File: src/rtl/qlearn_pkg.sv
// Shared Q-learning definitions: FP compare, constants, clear FSM states.
// float_gt treats +0/-0 as equal; NaN inputs are not expected.
package qlearn_pkg;

  localparam int FP_W = 32;
  localparam logic [FP_W-1:0] FP_ZERO = '0;

  typedef enum logic [1:0] {
    ST_IDLE,
    ST_DRAIN,
    ST_CLEAR
  } st_e;

  function automatic logic float_gt(
    input logic [FP_W-1:0] a,
    input logic [FP_W-1:0] b
  );
    logic [FP_W-2:0] ma;
    logic [FP_W-2:0] mb;
    logic            r;
    ma = a[FP_W-2:0];
    mb = b[FP_W-2:0];
    if (a[FP_W-1] != b[FP_W-1])
      r = !a[FP_W-1] && ((ma | mb) != '0);
    else if (!a[FP_W-1])
      r = ma > mb;
    else
      r = ma < mb;
    return r;
  endfunction

endpackage

File: src/rtl/fp_cmp_gt.sv
// Combinational single-precision a > b, shared with action select.
// Thin wrapper so the compare can be instantiated as a unit.
module fp_cmp_gt
  import qlearn_pkg::*;
(
  input  logic [FP_W-1:0] i_a,
  input  logic [FP_W-1:0] i_b,
  output logic            o_gt
);

  assign o_gt = float_gt(i_a, i_b);

endmodule

File: src/rtl/qmax_updater.sv
// Per-state qmax read-modify-write engine with table clear sweep.
// Three stages: read, compare with forwarding, write/result.
module qmax_updater
  import qlearn_pkg::*;
#(
  parameter int ADDR_WIDTH = 6,
  parameter int DATA_WIDTH = 32,
  parameter int DEPTH      = 64
) (
  input  logic                  i_clk,
  input  logic                  i_rst_n,
  input  logic                  i_valid,
  output logic                  o_ready,
  input  logic [ADDR_WIDTH-1:0] i_state,
  input  logic [DATA_WIDTH-1:0] i_q,
  input  logic                  i_clear,
  output logic                  o_clear_done,
  output logic                  o_rd_en,
  output logic [ADDR_WIDTH-1:0] o_rd_addr,
  input  logic [DATA_WIDTH-1:0] i_rd_data,
  output logic                  o_wr_en,
  output logic [ADDR_WIDTH-1:0] o_wr_addr,
  output logic [DATA_WIDTH-1:0] o_wr_data,
  output logic                  o_res_valid,
  output logic [ADDR_WIDTH-1:0] o_res_state,
  output logic [DATA_WIDTH-1:0] o_res_qmax,
  output logic                  o_res_updated
);

  localparam logic [ADDR_WIDTH-1:0] LP_LAST =
    ADDR_WIDTH'(DEPTH - 1);

  st_e                   r_st;
  logic                  r_ready;
  logic [ADDR_WIDTH-1:0] r_cnt;
  logic                  r_s2_v;
  logic [ADDR_WIDTH-1:0] r_s2_state;
  logic [DATA_WIDTH-1:0] r_s2_q;
  logic                  r_w_v;
  logic [ADDR_WIDTH-1:0] r_w_addr;
  logic [DATA_WIDTH-1:0] r_w_data;
  logic                  r_wr_en;
  logic [ADDR_WIDTH-1:0] r_wr_addr;
  logic [DATA_WIDTH-1:0] r_wr_data;
  logic                  r_res_valid;
  logic [ADDR_WIDTH-1:0] r_res_state;
  logic [DATA_WIDTH-1:0] r_res_qmax;
  logic                  r_res_updated;
  logic                  r_clear_done;

  logic                  w_acc;
  logic                  w_fwd_s3;
  logic                  w_fwd_w;
  logic [DATA_WIDTH-1:0] w_cur;
  logic                  w_gt;
  logic [ADDR_WIDTH-1:0] w_cnt_nxt;

  assign w_acc     = i_valid & r_ready;
  assign w_cnt_nxt = r_cnt + 1'b1;

  assign o_ready   = r_ready;
  assign o_rd_en   = w_acc;
  assign o_rd_addr = i_state;

  assign o_wr_en       = r_wr_en;
  assign o_wr_addr     = r_wr_addr;
  assign o_wr_data     = r_wr_data;
  assign o_res_valid   = r_res_valid;
  assign o_res_state   = r_res_state;
  assign o_res_qmax    = r_res_qmax;
  assign o_res_updated = r_res_updated;
  assign o_clear_done  = r_clear_done;

  // S1: capture the accepted request while the table read is issued
  always_ff @(posedge i_clk or negedge i_rst_n) begin
    if (!i_rst_n) begin
      r_s2_v     <= 1'b0;
      r_s2_state <= '0;
      r_s2_q     <= '0;
    end else begin
      r_s2_v     <= w_acc;
      r_s2_state <= i_state;
      r_s2_q     <= i_q;
    end
  end

  assign w_fwd_s3 = r_wr_en & (r_wr_addr == r_s2_state);
  assign w_fwd_w  = r_w_v & (r_w_addr == r_s2_state);

  // S2: newest copy of the entry; table read misses same-edge writes
  always_comb begin
    w_cur = i_rd_data;
    if (w_fwd_s3)
      w_cur = r_wr_data;
    else if (w_fwd_w)
      w_cur = r_w_data;
  end

  fp_cmp_gt u_cmp (
    .i_a  (r_s2_q),
    .i_b  (w_cur),
    .o_gt (w_gt)
  );

  // W: remembers the write committed at the previous edge
  always_ff @(posedge i_clk or negedge i_rst_n) begin
    if (!i_rst_n) begin
      r_w_v    <= 1'b0;
      r_w_addr <= '0;
      r_w_data <= '0;
    end else if (r_clear_done) begin
      r_w_v    <= 1'b0;
    end else if (r_wr_en) begin
      r_w_v    <= 1'b1;
      r_w_addr <= r_wr_addr;
      r_w_data <= r_wr_data;
    end
  end

  // S3 outputs and clear FSM; sweep owns the write port when S2 is empty
  always_ff @(posedge i_clk or negedge i_rst_n) begin
    if (!i_rst_n) begin
      r_st          <= ST_IDLE;
      r_ready       <= 1'b0;
      r_cnt         <= '0;
      r_wr_en       <= 1'b0;
      r_wr_addr     <= '0;
      r_wr_data     <= '0;
      r_res_valid   <= 1'b0;
      r_res_state   <= '0;
      r_res_qmax    <= '0;
      r_res_updated <= 1'b0;
      r_clear_done  <= 1'b0;
    end else begin
      r_wr_en       <= r_s2_v & w_gt;
      r_wr_addr     <= r_s2_state;
      r_wr_data     <= r_s2_q;
      r_res_valid   <= r_s2_v;
      r_res_state   <= r_s2_state;
      r_res_qmax    <= w_gt ? r_s2_q : w_cur;
      r_res_updated <= r_s2_v & w_gt;
      r_clear_done  <= 1'b0;
      unique case (r_st)
        ST_IDLE: begin
          r_ready <= ~i_clear;
          if (i_clear)
            r_st <= ST_DRAIN;
        end
        ST_DRAIN: begin
          if (!r_s2_v) begin
            r_st      <= ST_CLEAR;
            r_cnt     <= '0;
            r_wr_en   <= 1'b1;
            r_wr_addr <= '0;
            r_wr_data <= FP_ZERO;
          end
        end
        ST_CLEAR: begin
          if (r_cnt == LP_LAST) begin
            r_st    <= ST_IDLE;
            r_ready <= 1'b1;
          end else begin
            r_cnt        <= w_cnt_nxt;
            r_wr_en      <= 1'b1;
            r_wr_addr    <= w_cnt_nxt;
            r_wr_data    <= FP_ZERO;
            r_clear_done <= (w_cnt_nxt == LP_LAST);
          end
        end
        default: r_st <= ST_IDLE;
      endcase
    end
  end

endmodule

File: config.mk
export PLATFORM = sky130hd
export DESIGN_NAME = qmax_updater
export DESIGN_NICKNAME = d
export VERILOG_FILES = /design/src/rtl/qlearn_pkg.sv /design/src/rtl/fp_cmp_gt.sv /design/src/rtl/qmax_updater.sv
export SDC_FILE = /design/constraint.sdc
export NUM_CORES = 1
export LEC_CHECK = 0
export ABC_AREA = 0
export CELL_PAD_IN_SITES_DETAIL_PLACEMENT = 1
export CELL_PAD_IN_SITES_GLOBAL_PLACEMENT = 1
export CORE_ASPECT_RATIO = 0.9
export CORE_MARGIN = 2
export CORE_UTILIZATION = 44
export DETAILED_ROUTE_END_ITERATION = 6
export PLACE_DENSITY = 0.95
export SETUP_SLACK_MARGIN = 0.5
export SYNTH_ARGS = -nofsm -noshare
export SYNTH_HDL_FRONTEND = slang
export SYNTH_SLANG_ARGS = --single-unit
File: constraint.sdc
create_clock -name i_clk -period 6.15 [get_ports i_clk]
set_input_delay 1.5375 -clock i_clk [delete_from_list [all_inputs] [get_ports i_clk]]
set_output_delay 1.5375 -clock i_clk [all_outputs]
set_load 0.01 [all_outputs]
## After elaboration in Yosys (flattened, before gate mapping)

Index checks and enable logic that the tools add are counted.

- Bits in registers: 167
- Logic and storage cells: 76

- Add/sub/neg operators: 1
- Magnitude comparators: 2
- Equality and inequality tests: 11
- Multiplexer cells: 27
- Bitwise logic cells: 7
- Reductions and logical operators: 11

Operators with widths:

| operator | count |
|---|---|
| $mux 32 | 5 |
| $pmux 32 s2 | 1 |
| $gt 31x31->1 | 1 |
| $lt 31x31->1 | 1 |
| $or 31x31->31 | 1 |
| $reduce_bool 31->1 | 1 |
| $mux 6 | 4 |
| $pmux 6 s2 | 2 |
| $eq 6x6->1 | 2 |
| $eq 6x6->1 const B | 2 |
| $mux 1 | 9 |
| $ne 2x2->1 const B | 4 |
| $add 6x1->6 const B | 1 |
| $mux 2 | 3 |
| $pmux 2 s3 | 1 |
| $reduce_and 3->1 | 2 |
| $reduce_bool 2->1 | 3 |
| $and 1x1->1 | 4 |
| $pmux 1 s2 | 2 |
| $reduce_and 2->1 | 2 |
| $eq 2x1->1 const B | 1 |
| $eq 2x2->1 const B | 1 |
| $logic_not 2->1 | 1 |
| $not 1->1 | 2 |
| 3 further kinds | 3 |

## Longest topological paths before layout

- Word-level depth: 11
- Mapped depth: 19
- Mapped depth without buffers: 16

## Modules after synthesis

A second synthesis with hierarchy kept.

- Cells, all modules: 755
- Area total of the unflattened synthesis: 8710.9 µm²

By module, submodules not included:

| module | times used | cells an instance | area an instance (µm²) | sequential area each (µm²) |
|---|---|---|---|---|
| qmax_updater | 1 | 558 | 7270.7 | 4179.0 |
| fp_cmp_gt | 1 | 197 | 1440.1 | 0.0 |

## Worst setup path after synthesis

Ideal clock, no wire load.

- Path kind: reg-to-reg
- From: reg r_s2_state[3]
- To: reg r_res_qmax[2], in the netlist o_res_qmax[2]
- Setup time: 0.128 ns
- Arrival time: 4.118 ns
- Slack: 1.904 ns
- Cell stages (with the launch flop): 19
- Buffers on the path: 2
- Path through: dfrtp_1 xnor2_1 nand4_1 nor2_1 buf_2 buf_2 mux2i_1 nand2_1 o21ai_0 ha_1 nor3_1 nand2_1 nor3_1 nand4_1 or3_1 o21bai_1 a31o_2 a21oi_4 mux2_1

- Cells in the longest elaborated chain, start to end: 9
- Elaborated cells on any way between the ends: 15
- Those cells by class: 2 x order compare; 3 x eq/ne; 5 x mux; 3 x bitwise; 2 x reduce/logical

RTL lines:

| element | RTL line | text |
|---|---|---|
| from (decl) | qmax_updater.sv:37 | `logic [ADDR_WIDTH-1:0] r_s2_state;` |
| from (signal assigned) | qmax_updater.sv:82 | `r_s2_state <= i_state;` |
| $eq 6x6->1 | qmax_updater.sv:88 | `assign w_fwd_w = r_w_v & (r_w_addr == r_s2_state);` |
| $and 1x1->1 | qmax_updater.sv:88 |  |
| $mux 32 | qmax_updater.sv:95 | `else if (w_fwd_w)` |
| $mux 32 (*) | qmax_updater.sv:93 | `if (w_fwd_s3)` |
| branches (longest 4 deep; another with $gt 31x31->1) | - |  |
| $mux 32 (*) | qmax_updater.sv:140 | `r_res_qmax <= w_gt ? r_s2_q : w_cur;` |
| to (signal assigned) | qmax_updater.sv:140 |  |
| to (decl) | qmax_updater.sv:47 | `logic [DATA_WIDTH-1:0] r_res_qmax;` |

Every way passes the cells marked *.
A chain may end at the register's enable or synchronous reset.

## Worst setup path in the final report

- From: reg r_s2_state[0]
- To: reg r_res_qmax[22], in the netlist o_res_qmax[22]

Same word-level chain as after synthesis.

==> key figures <==
Placed design
  – Placed instance count: roughly 1000
  – Dpl hpwl: 16700 um
  – Placer Congestion: 0.797
  – Place WS: between 0.5 and 0.6 ns
  – Port bufs: 161

Cells and area
  – # fillers: 1794
  – Most common cell after layout, fill and taps aside: dfrtp_1
  – Ant diodes: 0
  – Nets: ~960
  – Layout cell share with drive strength beyond 1: 10.7%
  – Layout Area Growth over Synthesis: 31.7%
  – Non-Filler Instances: 1079
  – Fin util: 58.6%
  – Most frequent cells in the layout: dfrtp_1 (167), clkdlybuf4s50_1 (160), ha_1 (64), mux2i_1 (61), nand2_1 (51)

Pwr
  – Worst vdd ir: approximately 0.22 mV
  – Power, Total: 4.14 mW
  – Leakage: 4.66 nW
  – Power per cell area: ~410 nW/um^2

Synthesis
  – Syn_area_per_cell: 11.6 um^2
  – Syn Nets: 806
  – Register area share after synthesis: 53.8%
  – Primary FF master, synth: dfrtp_1
  – Number of synthesized flops with an enable pin: 0
  – Syn Inst Count: 668
  – Async SR Flop Fraction: 100%
  – Mapped Area: 7770 um^2
  – Seq cells post-synth: between 150 and 200
  – Synth cell types: 47
  – Warnings from Yosys: 0

Setup path
  – WP data arrival: 5.79 ns
  – Critical Path Start Type: register
  – WP data required: 6.49 ns
  – Maximum net fanout on the critical path: 41
  – Critical Path End Type: register
  – WS Path Type: register to register

Timing
  – Final WS setup: between 0.7 and 0.8 ns
  – Final setup fails: 0
  – Tcrit/Tclk final: 88.5%
  – Setup TNS: 0 ns
  – Clock Skews: 0.0108 ns
  – Measured slew at the worst slew-check pin: 1.08 ns
  – F_max: 0.184 GHz
  – Max-slew headroom: 27.9%
  – RSZ-0062 raised after global routing: no
  – Final Hold Fails: 0
  – Max-slew violation count: 0
  – Period minus WS final: 5.45 ns

CTS
  – Root Buffer: clkbuf_16
  – Post-CTS setup buffer count: 0
  – Clock sink count: 167
  – Cts repair resizes: 0
  – Max Buffers Root-to-Sink: 2
  – CTS tree: done
  – Total CTS buffers: 17
  – Clk_lat worst skew: 0.44 ns
  – Cts hold-fix bufs: 0
  – CTS HTree Levels: 4
  – Clock-pin slew of the registers on the worst-case setup and hold paths: 0.06 ns

Global route
  – First-pass GRT wire length: 37800 um
  – Grt total ovfl: 0
  – Total GRT Usage: 27.2%
  – Initial antenna violation count: 0
  – Vias in the first global route: about 6500
  – Largest net degree at the start of global routing: ~70

Floorplanning
  – Site row count: 46
  – Boundary Pins: around 160
  – Die height: 130 um
  – Die W: 144 um
  – Area of the core: 17400 um^2
  – Die area: 18700 um^2
  – Initial Util: 44.5%

Drt
  – Vias: 5808
  – Routed length per instance: 22.7 um
  – Antenna Nets Post-Route: 0
  – DRT iter0 DRCs: roughly 300
  – Routed wire length: roughly 24000 um
  – TritonRoute pass-1 iters: 5
  – DRC viols: 0
  – Via density: 5.38

Status
  – Run status: finished clean

Flow run
  – Max Cap Viol: 0

Worst hold path
  – Type of the most critical hold path: register to register
==> synth_stat cells (2+ instances only) <==
master | instances | area (um^2)
dfrtp_1 | 167 | 4180
ha_1 | 64 | 801
mux2i_1 | 61 | 611
nand2_1 | 51 | 191
nor2_1 | 49 | 184
o21ai_0 | 49 | 245
inv_1 | 47 | 176
mux2_2 | 37 | 417
a21oi_1 | 16 | 80.1
clkbuf_1 | 16 | 60.1
xnor2_1 | 15 | 131
nand3_1 | 10 | 50.1
nand4_1 | 10 | 62.6
nor3_1 | 8 | 40.0
buf_4 | 7 | 52.6
nor2b_1 | 7 | 43.8
a22o_1 | 4 | 35.0
nor4_1 | 4 | 25.0
o21bai_1 | 4 | 30.0
and2_1 | 3 | 18.8
buf_6 | 3 | 33.8
nand2b_1 | 3 | 18.8
a2111oi_2 | 2 | 30.0
and3_1 | 2 | 12.5
buf_1 | 2 | 7.51
buf_2 | 2 | 10.0
o211ai_1 | 2 | 15.0
o21a_1 | 2 | 15.0
or3_1 | 2 | 12.5
xor2_1 | 2 | 17.5
==> per-stage QoR <==
step,hold WS (ns),cell area [um^2]
after floorplan,0.429,7770
after global placement,0.468,9610
after detailed placement,0.474,9610
after CTS,0.478,10200
after global routing,0.492,10200
final,0.480,10200
==> layout make-up <==
cell class | count | area, um^2 | area share [%]
Clock buffer | 18 | 439 | 4.29
Multi-Input combinational cell | 424 | 3270 | 32.0
Timing Repair Buffer | 169 | 1690 | 16.5
Sequential cell | 167 | 4180 | 40.9
Clock inverter | 14 | 173 | 1.69
Inverter | 47 | 176 | 1.73
Tap cell | 240 | 300 | 2.94
==> logic make-up (layout without fill, tap and decap cells) <==
| group | count (synthesis) | in the layout | synth area share (%) |
|---|---|---|---|
| compound gates | 91 | 91 | 7.27 |
| xor+xnor | 17 | 17 | 1.92 |
| fa+ha+maj | 64 | 64 | 10.3 |
| buf+inv | 77 | 248 | 4.38 |
| flops | 167 | 167 | 53.8 |
| mux | 99 | 99 | 13.4 |
| simple gates | 153 | 153 | 8.94 |
==> path summary, 6_finish.rpt <==
kind / startpoint / end / slack (ns) / cells past startpoint
max: r_s2_state[0] / o_res_qmax[22] / 0.70 / 14
max reg2reg: r_s2_state[0] / o_res_qmax[22] / 0.70 / 14
min reg2reg: r_s2_state[2] / o_res_state[2] / 0.48 / 0
max in group asynchronous: i_rst_n / r_w_data[1] / 3.80 / 2
min in group asynchronous: i_rst_n / o_res_state[2] / 1.10 / 1
min: r_s2_state[2] / o_res_state[2] / 0.48 / 0
==> registers in the layout, indices dropped and copies added (netlist names) <==
signal         cells
o_wr_addr          6
r_st               2
o_wr_data         32
r_cnt              6
o_res_qmax        32
r_s2_state         6
r_s2_v             1
o_wr_en            1
o_ready            1
o_res_state        6
r_s2_q            32
r_w_v              1
r_w_addr           6
o_clear_done       1
o_res_valid        1
r_w_data          32
o_res_updated      1
==> report_power, final <==
group          switching (mW)  total (mW)  internal (mW)
sequential              0.234        1.64           1.40
clock                   0.467        1.12          0.652
combinational           0.707        1.39          0.681
total                    1.41        4.14           2.73
==> critical path, stage by stage, from the launching register on <==
cell and delay (ns):
dfrtp_1 0.49, xnor2_1 0.23, nand3_1 0.12, or2_2 0.62, buf_4 0.36, o21ai_0 0.55
ha_1 0.39, nor4_1 0.36, nand2_1 0.19, or3_1 0.43, o21bai_1 0.21, a31o_2 0.28
a21oi_4 0.51, buf_4 0.33, mux2i_1 0.25
==> per-layer routing <==
metal | vias up | routed length (um) | GRT usage (%)
met2 | 195 | 12600 | 47.6
met4 | 0 | 735 | 10.8
met1 | 2990 | 10000 | 33.6
met3 | 48 | 1140 | 5.03
li1 | 2575 | - | -
met5 | - | 0 | 0
No activity file was read; power rests on OpenSTA's default activity.
==> edit 1 (config.mk and constraints unchanged) <==
Encoding of `st_e`: now one-hot (3 bits for 3 values).
--- a/src/rtl/qlearn_pkg.sv
+++ b/src/rtl/qlearn_pkg.sv
@@ -5,10 +5,10 @@
   localparam int FP_W = 32;
   localparam logic [FP_W-1:0] FP_ZERO = '0;
 
-  typedef enum logic [1:0] {
-    ST_IDLE,
-    ST_DRAIN,
-    ST_CLEAR
+  typedef enum logic [2:0] {
+    ST_IDLE  = 3'b001,
+    ST_DRAIN = 3'b010,
+    ST_CLEAR = 3'b100
   } st_e;
 
   function automatic logic float_gt(
Formal check against the unedited RTL: no difference found for any inputs over 4 cycles, from zero or initial values and one cycle with i_rst_n low; so few cycles prove little.
==> edit 1 against the original RTL <==
Final area decreased by 0.62%; clock skew about the same; die area fell by 0.53%; synthesized cell count fell by 1.9%; synthesized area decreased by 0.55%; count of clock-buffer cells in the layout down 1; sequential cell count is 1 higher; power fell by 12%; setup slack gained 91 ps; wire length down 6.6%; global-route usage decreased by 1.6 points; highest routed layer unchanged.
==> edit 1: results <==
[synthesis]
synthTopCellsByArea = dfrtp_1, ha_1, mux2i_1
synthDistinctLibCells = 55
synth_seq_area_share = 0.544
synth_common_cells = dfrtp_1, nor2_1, ha_1

[sta]
whs_ps = 472
worst_pin_slew_ps = 709

[final_layout]
seq_area_um2 = 4210
buffers = 173
clkbuf_count = 17
num-multi-input-gates = 409
clock_area_frac = 0.0558
multi_input_area_um2 = 3180
inverters_excl_clock = 50

[status]
status = finished, final reports clean

[pwr]
leakagePower_nw = 4.54
seqPwrFrac = 0.426
irDropWorstVdd_mv = 0.213

[critical_path]
r2r_cells = 18
reg2reg_to = o_res_qmax[2]
reg2reg_from = r_s2_state[1]
max_stage_delay_ps = 510
crit_path_max_fanout = 13

[drt]
drt-initial-drc-count = 333
routed_wl_mm = 22.9
first_pass_iters = 4

[global_routing]
grt_first_pass_wirelength_mm = 35.6
globalRouteTotalUtil = 0.256

[min_path]
hold_end = o_res_valid
holdCritStartpoint = r_s2_v

[place]
dp.cells = 1035
edit 1: cell families after synthesis:
| group | after synthesis | synth area share |
|---|---|---|
| AOI/OAI and AO/OA | 83 | 0.0645 |
| xor gates and xnor gates | 17 | 0.0193 |
| adders and majority gates | 61 | 0.0988 |
| buffers and inverters | 78 | 0.0476 |
| DFF | 168 | 0.544 |
| muxes | 99 | 0.135 |
| and+or+nand+nor | 149 | 0.0902 |
edit 1: per-layer routing:
layer | vias to the layer above | share of wire | global-route usage
li1 | 2553 | - | -
met1 | 2933 | 0.42 | 0.318
met2 | 142 | 0.52 | 0.450
met3 | 36 | 0.037 | 0.0407
met4 | 0 | 0.023 | 0.103
met5 | - | 0 | 0
edit 1: per-stage QoR:
step,area [um2],worst slack [ps]
floorplan,7720,1660
global placement,9590,804
detailed placement,9590,616
CTS,10200,730
global route,10200,552
finish,10200,796
==> edit 2 (same settings) <==
Made on the original files. Set the parameter `ADDR_WIDTH` to 4 (it was 6).
--- a/src/rtl/qmax_updater.sv
+++ b/src/rtl/qmax_updater.sv
@@ -3,7 +3,7 @@
 module qmax_updater
   import qlearn_pkg::*;
 #(
-  parameter int ADDR_WIDTH = 6,
+  parameter int ADDR_WIDTH = 4,
   parameter int DATA_WIDTH = 32,
   parameter int DEPTH      = 64
 ) (
Interface: changed (resized i_state, o_rd_addr, o_res_state and o_wr_addr); port bits go from 162 to 154. No check against the original RTL was run, so the function may have changed too.
==> edit 2 against the original RTL <==
Wire length shrank 2.7%; final area is 3.5% lower; synthesized area decreased by 2.5%; sequential cell count decreased by 10; die area fell by 2.5%; global-route usage decreased by 0.28 points; setup slack improved by 140 ps; register-to-register slack improved by 210 ps; power rose by 5.7%; critical path type is now in -> reg.
==> edit 2: results <==
[synthesis]
avgSynthCellArea_um2 = 11.5
syn-num-nets = 795
synth-xor-area-share = 0.0104
synth_mux_area_frac = 0.134
synthTopCellsByArea = dfrtp_1, ha_1, mux2i_1
synth_seq_area_share = 0.519
synthAdderAreaFrac = 0.106
synth_compound_area_frac = 0.101

[global_routing]
grt_first_pass_wirelength_mm = 36.8
grt_max_degree = 114
antenna_found_initial = 1

[pwr]
clockPowerShare = 0.237
internal-power_mw = 2.79

[final_layout]
drive_above_1_share = 0.108
fin_cells = 1027
final_net_count = 939
nFillCells = 1719

[place]
gp_congestion = 0.874
dpl.hpwl_mm = 15.8
dp.cells = 994

[drt]
top_layer_used = met5
met3_wirelength_mm = 1.49
drt-initial-drc-count = 315
routed_wl_mm = 23.8
vias_per_cell = 5.72
wl_met1_mm = 9.65

[critical_path]
crit_end = o_res_qmax[26]
worstPathArrival_ps = 5590
r2r_cells = 16
r2r_setup_slack_ps = 910

[die]
core-area_um2 = 16800

[status]
status = finished, final reports clean

[sta]
skew_ps = 9.34
whs_ps = 498
relSlewSlack = 0.101

[min_path]
holdCritStartpoint = r_w_v
whs_path_depth = 2

[clocking]
cts_resized = 1
-- edit 2: cell count changes after synthesis, moves of 4 or more --
| cell | unedited run | this run |
|---|---|---|
| a31oi_1 | 0 | 32 |
| nor3_1 | 8 | 4 |
| clkbuf_1 | 16 | 24 |
| o21ai_0 | 49 | 20 |
| dfrtp_1 | 167 | 157 |
| xnor2_1 | 15 | 5 |
| nand2_1 | 51 | 20 |
| a21oi_1 | 16 | 44 |
-- edit 2: final cells by class --
class                   instances  area (um2)  area share
clock buffers                  21         470      0.0477
repair buffers                161        1610       0.163
multi-input cells             417        3310       0.335
flip-flops and latches        157        3930       0.398
well taps                     211         264      0.0268
clock inverters                11         106      0.0108
inverters                      49         184      0.0186
-- edit 2: worst max-delay path, cell delays in order --
cell and delay, ps:
clkdlybuf4s50_1 410, mux2i_1 150, nor2_1 60, a21oi_1 240
ha_1 320, or4_4 560, nor3_4 210, nand4_2 190
or2_0 280, a2111oi_2 350, a211oi_1 170, a2111o_1 450
and3_2 460, mux2i_1 200
